`config.mk`:
```
export PLATFORM = sky130hd
export DESIGN_NAME = shot_clock_ctrl
export DESIGN_NICKNAME = d
export VERILOG_FILES = /design/src/rtl/shot_clock_ctrl.sv
export SDC_FILE = /design/constraint.sdc
export NUM_CORES = 1
export LEC_CHECK = 0
export CAP_MARGIN = 10
export CORE_UTILIZATION = 42
export CTS_BUF_LIST = sky130_fd_sc_hd__clkbuf_2 sky130_fd_sc_hd__clkbuf_4 sky130_fd_sc_hd__clkbuf_8
export CTS_CLUSTER_DIAMETER = 80
export DETAILED_ROUTE_END_ITERATION = 16
export HOLD_SLACK_MARGIN = 0.02
export PLACE_DENSITY = 0.63
export SETUP_SLACK_MARGIN = 0.3
export SLEW_MARGIN = 15
export SYNTH_ARGS = -nofsm -noshare
export SYNTH_HDL_FRONTEND = slang
export SYNTH_SLANG_ARGS = --single-unit
export TNS_END_PERCENT = 30
```
`constraint.sdc`:
```
create_clock -name clock -period 2.35 [get_ports clock]
set_input_delay 0.47 -clock clock [delete_from_list [all_inputs] [get_ports clock]]
set_output_delay 0.47 -clock clock [all_outputs]
set_load 0.05 [all_outputs]
```
`src/rtl/shot_clock_ctrl.sv`:
```
// Basket-shot arcade controller: debounced hoop sensor, per-second game
// timer, saturating score and a one-cycle game_over leaderboard strobe.
module shot_clock_ctrl #(
  parameter int unsigned CLK_HZ          = 50000000,
  parameter int unsigned GAME_SECONDS    = 30,
  parameter int unsigned DEBOUNCE_CYCLES = 500000
) (
  input  logic       clock,
  input  logic       reset,
  input  logic       start,
  input  logic       hoop_switch,
  output logic [7:0] time_left,
  output logic [7:0] score,
  output logic       running,
  output logic       game_over,
  output logic [7:0] final_score
);

  localparam int unsigned PRESC_W = (CLK_HZ > 1) ? $clog2(CLK_HZ) : 1;
  localparam int unsigned DB_W    = (DEBOUNCE_CYCLES > 1) ? $clog2(DEBOUNCE_CYCLES) : 1;

  localparam logic [PRESC_W-1:0] PRESC_LAST = PRESC_W'(CLK_HZ - 1);
  localparam logic [DB_W-1:0]    DB_LAST    = DB_W'(DEBOUNCE_CYCLES - 1);
  localparam logic [7:0]         GAME_TIME  = 8'(GAME_SECONDS);
  localparam logic [7:0]         SCORE_MAX  = 8'd99;

  localparam logic [1:0] S_IDLE = 2'd0;
  localparam logic [1:0] S_RUN  = 2'd1;
  localparam logic [1:0] S_OVER = 2'd2;

  logic               r_sync1;
  logic               r_sync2;
  logic               r_db_level;
  logic [DB_W-1:0]    r_db_cnt;
  logic [1:0]         r_state;
  logic [PRESC_W-1:0] r_presc;
  logic [7:0]         r_time;
  logic [7:0]         r_score;
  logic [7:0]         r_final;
  logic               r_running;
  logic               r_game_over;

  logic               w_db_diff;
  logic               w_db_flip;
  logic               w_basket;
  logic               w_db_level_nxt;
  logic [DB_W-1:0]    w_db_cnt_nxt;
  logic [1:0]         w_state_nxt;
  logic [PRESC_W-1:0] w_presc_nxt;
  logic [7:0]         w_time_nxt;
  logic [7:0]         w_score_nxt;
  logic [7:0]         w_final_nxt;
  logic               w_running_nxt;
  logic               w_game_over_nxt;

  // Debounce qualifiers: a flip needs DEBOUNCE_CYCLES consecutive differing cycles
  assign w_db_diff = r_sync2 ^ r_db_level;
  assign w_db_flip = w_db_diff && (r_db_cnt == DB_LAST);
  assign w_basket  = w_db_flip && r_sync2;

  // Two-flop synchronizer for the asynchronous hoop sensor
  always_ff @(posedge clock) begin
    if (reset) begin
      r_sync1 <= 1'b0;
      r_sync2 <= 1'b0;
    end else begin
      r_sync1 <= hoop_switch;
      r_sync2 <= r_sync1;
    end
  end

  // Next-state logic for debouncer, game FSM, timer and score
  always_comb begin
    w_db_level_nxt  = r_db_level;
    w_db_cnt_nxt    = r_db_cnt;
    w_state_nxt     = r_state;
    w_presc_nxt     = r_presc;
    w_time_nxt      = r_time;
    w_score_nxt     = r_score;
    w_final_nxt     = r_final;
    w_game_over_nxt = 1'b0;

    // Debouncer runs in every state so a ball held in the beam at start is not counted
    if (!w_db_diff || w_db_flip) begin
      w_db_cnt_nxt = '0;
    end else begin
      w_db_cnt_nxt = r_db_cnt + DB_W'(1);
    end
    if (w_db_flip) begin
      w_db_level_nxt = r_sync2;
    end

    case (r_state)
      S_IDLE, S_OVER: begin
        if (start) begin
          w_state_nxt = S_RUN;
          w_presc_nxt = '0;
          w_time_nxt  = GAME_TIME;
          w_score_nxt = 8'd0;
        end
      end
      S_RUN: begin
        if (w_basket && (r_score < SCORE_MAX)) begin
          w_score_nxt = r_score + 8'd1;
        end
        if (r_presc == PRESC_LAST) begin
          w_presc_nxt = '0;
          if (r_time != 8'd0) begin
            w_time_nxt = r_time - 8'd1;
          end
          // Final tick: a basket landing on this same edge is included
          if (r_time <= 8'd1) begin
            w_state_nxt     = S_OVER;
            w_game_over_nxt = 1'b1;
            w_final_nxt     = w_score_nxt;
          end
        end else begin
          w_presc_nxt = r_presc + PRESC_W'(1);
        end
      end
      default: begin
        w_state_nxt = S_IDLE;
      end
    endcase

    w_running_nxt = (w_state_nxt == S_RUN);
  end

  // State and output registers; reset overrides start, baskets and ticks
  always_ff @(posedge clock) begin
    if (reset) begin
      r_db_level  <= 1'b0;
      r_db_cnt    <= '0;
      r_state     <= S_IDLE;
      r_presc     <= '0;
      r_time      <= GAME_TIME;
      r_score     <= 8'd0;
      r_final     <= 8'd0;
      r_running   <= 1'b0;
      r_game_over <= 1'b0;
    end else begin
      r_db_level  <= w_db_level_nxt;
      r_db_cnt    <= w_db_cnt_nxt;
      r_state     <= w_state_nxt;
      r_presc     <= w_presc_nxt;
      r_time      <= w_time_nxt;
      r_score     <= w_score_nxt;
      r_final     <= w_final_nxt;
      r_running   <= w_running_nxt;
      r_game_over <= w_game_over_nxt;
    end
  end

  assign time_left   = r_time;
  assign score       = r_score;
  assign running     = r_running;
  assign game_over   = r_game_over;
  assign final_score = r_final;

endmodule

```
==> impl_metrics.tcl <==
set metrics [dict create \
    wl_met2_um 3790 \
    drc 0 \
    dp_slack_ps 177 \
    clk_latency_ps 340 \
    drt_iter0_drc 149 \
    finClkSkew_ps 11.3 \
    yosysMostFrequentCell "dfxtp_1" \
    grt_overflow 0 \
    wl_per_cell_um 14.6 \
    hpwl_um 5940 \
    synthFlopType "dfxtp_1" \
    slew_violations 0 \
    status "finished clean" \
    fmax_mhz 472 \
    die_h_um 95.7 \
    start_util_pct 44.3 \
    fin_area_mm2 0.00451 \
    synth_top_area_cell "dfxtp_1" \
    ys_top_cells_by_area "dfxtp_1, nor2_1, xor2_1, xnor2_1, nand3_1" \
    met1_length_um 4170 \
    grt_max_degree 21 \
    antenna_found_initial 0 \
    cts_max_level 3 \
    vias_per_cell 5.64 \
    fin_crit_sh_pct 90.1 \
    power_w 0.00255 \
    async_flop_share_pct 0 \
    cts_made_buffers 9 \
    cp_max_fo 6 \
    core.rowCount 33 \
    fp.dieW_um 95.7 \
    synth_seq_cells 76 \
    clock_path_buffers 2 \
    grt_pass1_wl_um 14200 \
    postRouteAntennaNets 0 \
    grtUsageTotal_pct 20.0 \
    cp.arrival_ps 1650 \
    cp-start-kind "register" \
    drt_pre_antenna_iters 4 \
    synth_edf_count 0 \
    nNetsFinal 480 \
    pin_count 30 \
    syn_inst 429 \
    setup_ws_ps 233 \
    cp_slowest_cell "clkdlybuf4s50_1" \
    cap_violations 0 \
    synth.top_cell.area_share_pct 41.2 \
    hp-class "reg2reg" \
    die_area_mm2 0.00917 \
    dr_wl_met3_um 349 \
    routed.top_layer "met4" \
    tns_ps 0 \
    slew_headroom_pct 50.0 \
    setup_violations 0 \
    grt_pass1_vias 2973 \
    numPortBuffers 29 \
    diodes 0 \
    p_per_area_mw_per_mm2 566 \
    avgSynthCellArea_um2 8.60 \
    netlist_area_mm2 0.00369 \
    yosysSeqAreaShare_pct 41.2 \
    critPathKind "reg2out" \
    cts_tree "built" \
    max_stage_delay_ps 850 \
    hold_viol_final 0 \
    cts_hold_repair.buffers 0 \
    fill_cells 778 \
    worst_pin_slew_ps 751 \
    finish.utilization_pct 54.0 \
    crit_buf_inv 1 \
    vias 3267 \
    yosysWarnings 0 \
    drive_gt1_share_pct 12.0 \
    required_ps 1880 \
    core_area_mm2 0.00834 \
    crit_family "buffers and inverters" \
    clkSinkCount 76 \
    end_kind "primary output" \
    vdd_drop_max_mv 0.336 \
    place_area_mm2 0.00419 \
    clockRootBuffer "clkbuf_8" \
    crit_path_cell_trace "clkdlybuf4s50_1" \
    syn-num-nets 439 \
    areaGrowthSynthToFinish_pct 22.1 \
    ys_top_cells_by_count "dfxtp_1, nor2_1, nand2_1" \
    routabilityCongestion 0.868 \
    clk_pin_slew_worst_paths_ps 80 \
    fin_crit_ps 2120 \
    p_leak_nw 1.51 \
    synth_cell_types 53 \
    routed_wl_um 8450 \
    rsz0062_at_grt "yes" \
]
-- what timing repair did --
action,in CTS,in global routing
buffers inserted,1,1
pin swaps,1,0
cloned,0,0
setup endpoints to repair,25,30
gates resized for setup,7,14
-- cell usage in the layout, fill, tap and decap left out, drive strengths merged, types with 3 or more instances in the layout --
master          n
dfxtp          76
a211oi         10
and3           10
a21oi          18
nor4            8
inv             5
nor3           10
nor4b           4
nand2          29
mux2i           5
xor2           25
and4            6
nand3b          3
nand2b          5
o31ai           4
clkdlybuf4s50  23
dlygate4sd2     4
or3             4
or4             3
nor2b           7
nor2           72
nand4b          4
o21ai           6
clkbuf         11
and2            4
xnor2          17
ha              6
nand3          24
buf            20
nand4          16
o211ai          5
-- logic make-up after synthesis --
group | count (synthesis) | synth area share [%]
AND/OR/NAND/NOR | 213 | 30.3
flip-flops | 76 | 41.2
AO/OA/AOI/OAI | 63 | 12.4
XOR/XNOR | 42 | 9.97
buffers and inverters | 24 | 2.75
adder cells (fa/ha/maj) | 6 | 2.03
multiplexers | 5 | 1.36
-- power by group --
group / switching [W] / internal [W] / total, W
registers: 0.00000526 / 0.00129 / 0.00130
logic: 0.0000873 / 0.0000469 / 0.000134
clock network: 0.000469 / 0.000649 / 0.00112
-- per-layer routing --
layer	GRT usage, %	up-vias
met1	27.6	1562
met5	0	-
met3	3.00	13
li1	-	1623
met4	8.08	0
met2	31.3	69
-- state kept, by name (all words and copies together) (netlist names) --
register / flops
r_state: 2
r_db_level: 1
r_presc: 26
r_sync2: 1
r_sync1: 1
r_db_cnt: 19
running: 1
game_over: 1
final_score: 8
score: 8
time_left: 8
-- per-stage QoR --
step           hold WS, ps  std cells
6_report               441        579
5_1_grt                467        579
3_3_place_gp           426        562
3_5_place_dp           429        562
2_1_floorplan          414        429
4_1_cts                447        578
-- final cells by class --
| cell class | count | area (um^2) | area share [%] |
|---|---|---|---|
| clock inverter | 4 | 72.6 | 1.61 |
| timing repair buffer | 49 | 457 | 10.1 |
| clock buffer | 11 | 151 | 3.36 |
| multi-input combinational | 329 | 2150 | 47.7 |
| tap | 105 | 131 | 2.92 |
| inverter | 5 | 18.8 | 0.416 |
| sequential | 76 | 1530 | 33.8 |
-- worst paths after layout --
kind / end / cells after the start / startpoint / slack, ps
worst max-delay path: time_left[4] / 1 / time_left[4] / 230
worst min-delay path: r_sync2 / 1 / r_sync1 / 440
worst min register to register: r_sync2 / 1 / r_sync1 / 440
worst max register to register: time_left[6] / 6 / r_presc[0] / 360
-- worst reg2reg max path, stage by stage (launching register included) --
cell,delay [ps]
dfxtp_2,360
ha_2,200
nand3_2,110
or4_4,490
o31ai_1,440
nand4b_1,170
a21oi_1,160
Power figures use the tool's default switching activity.
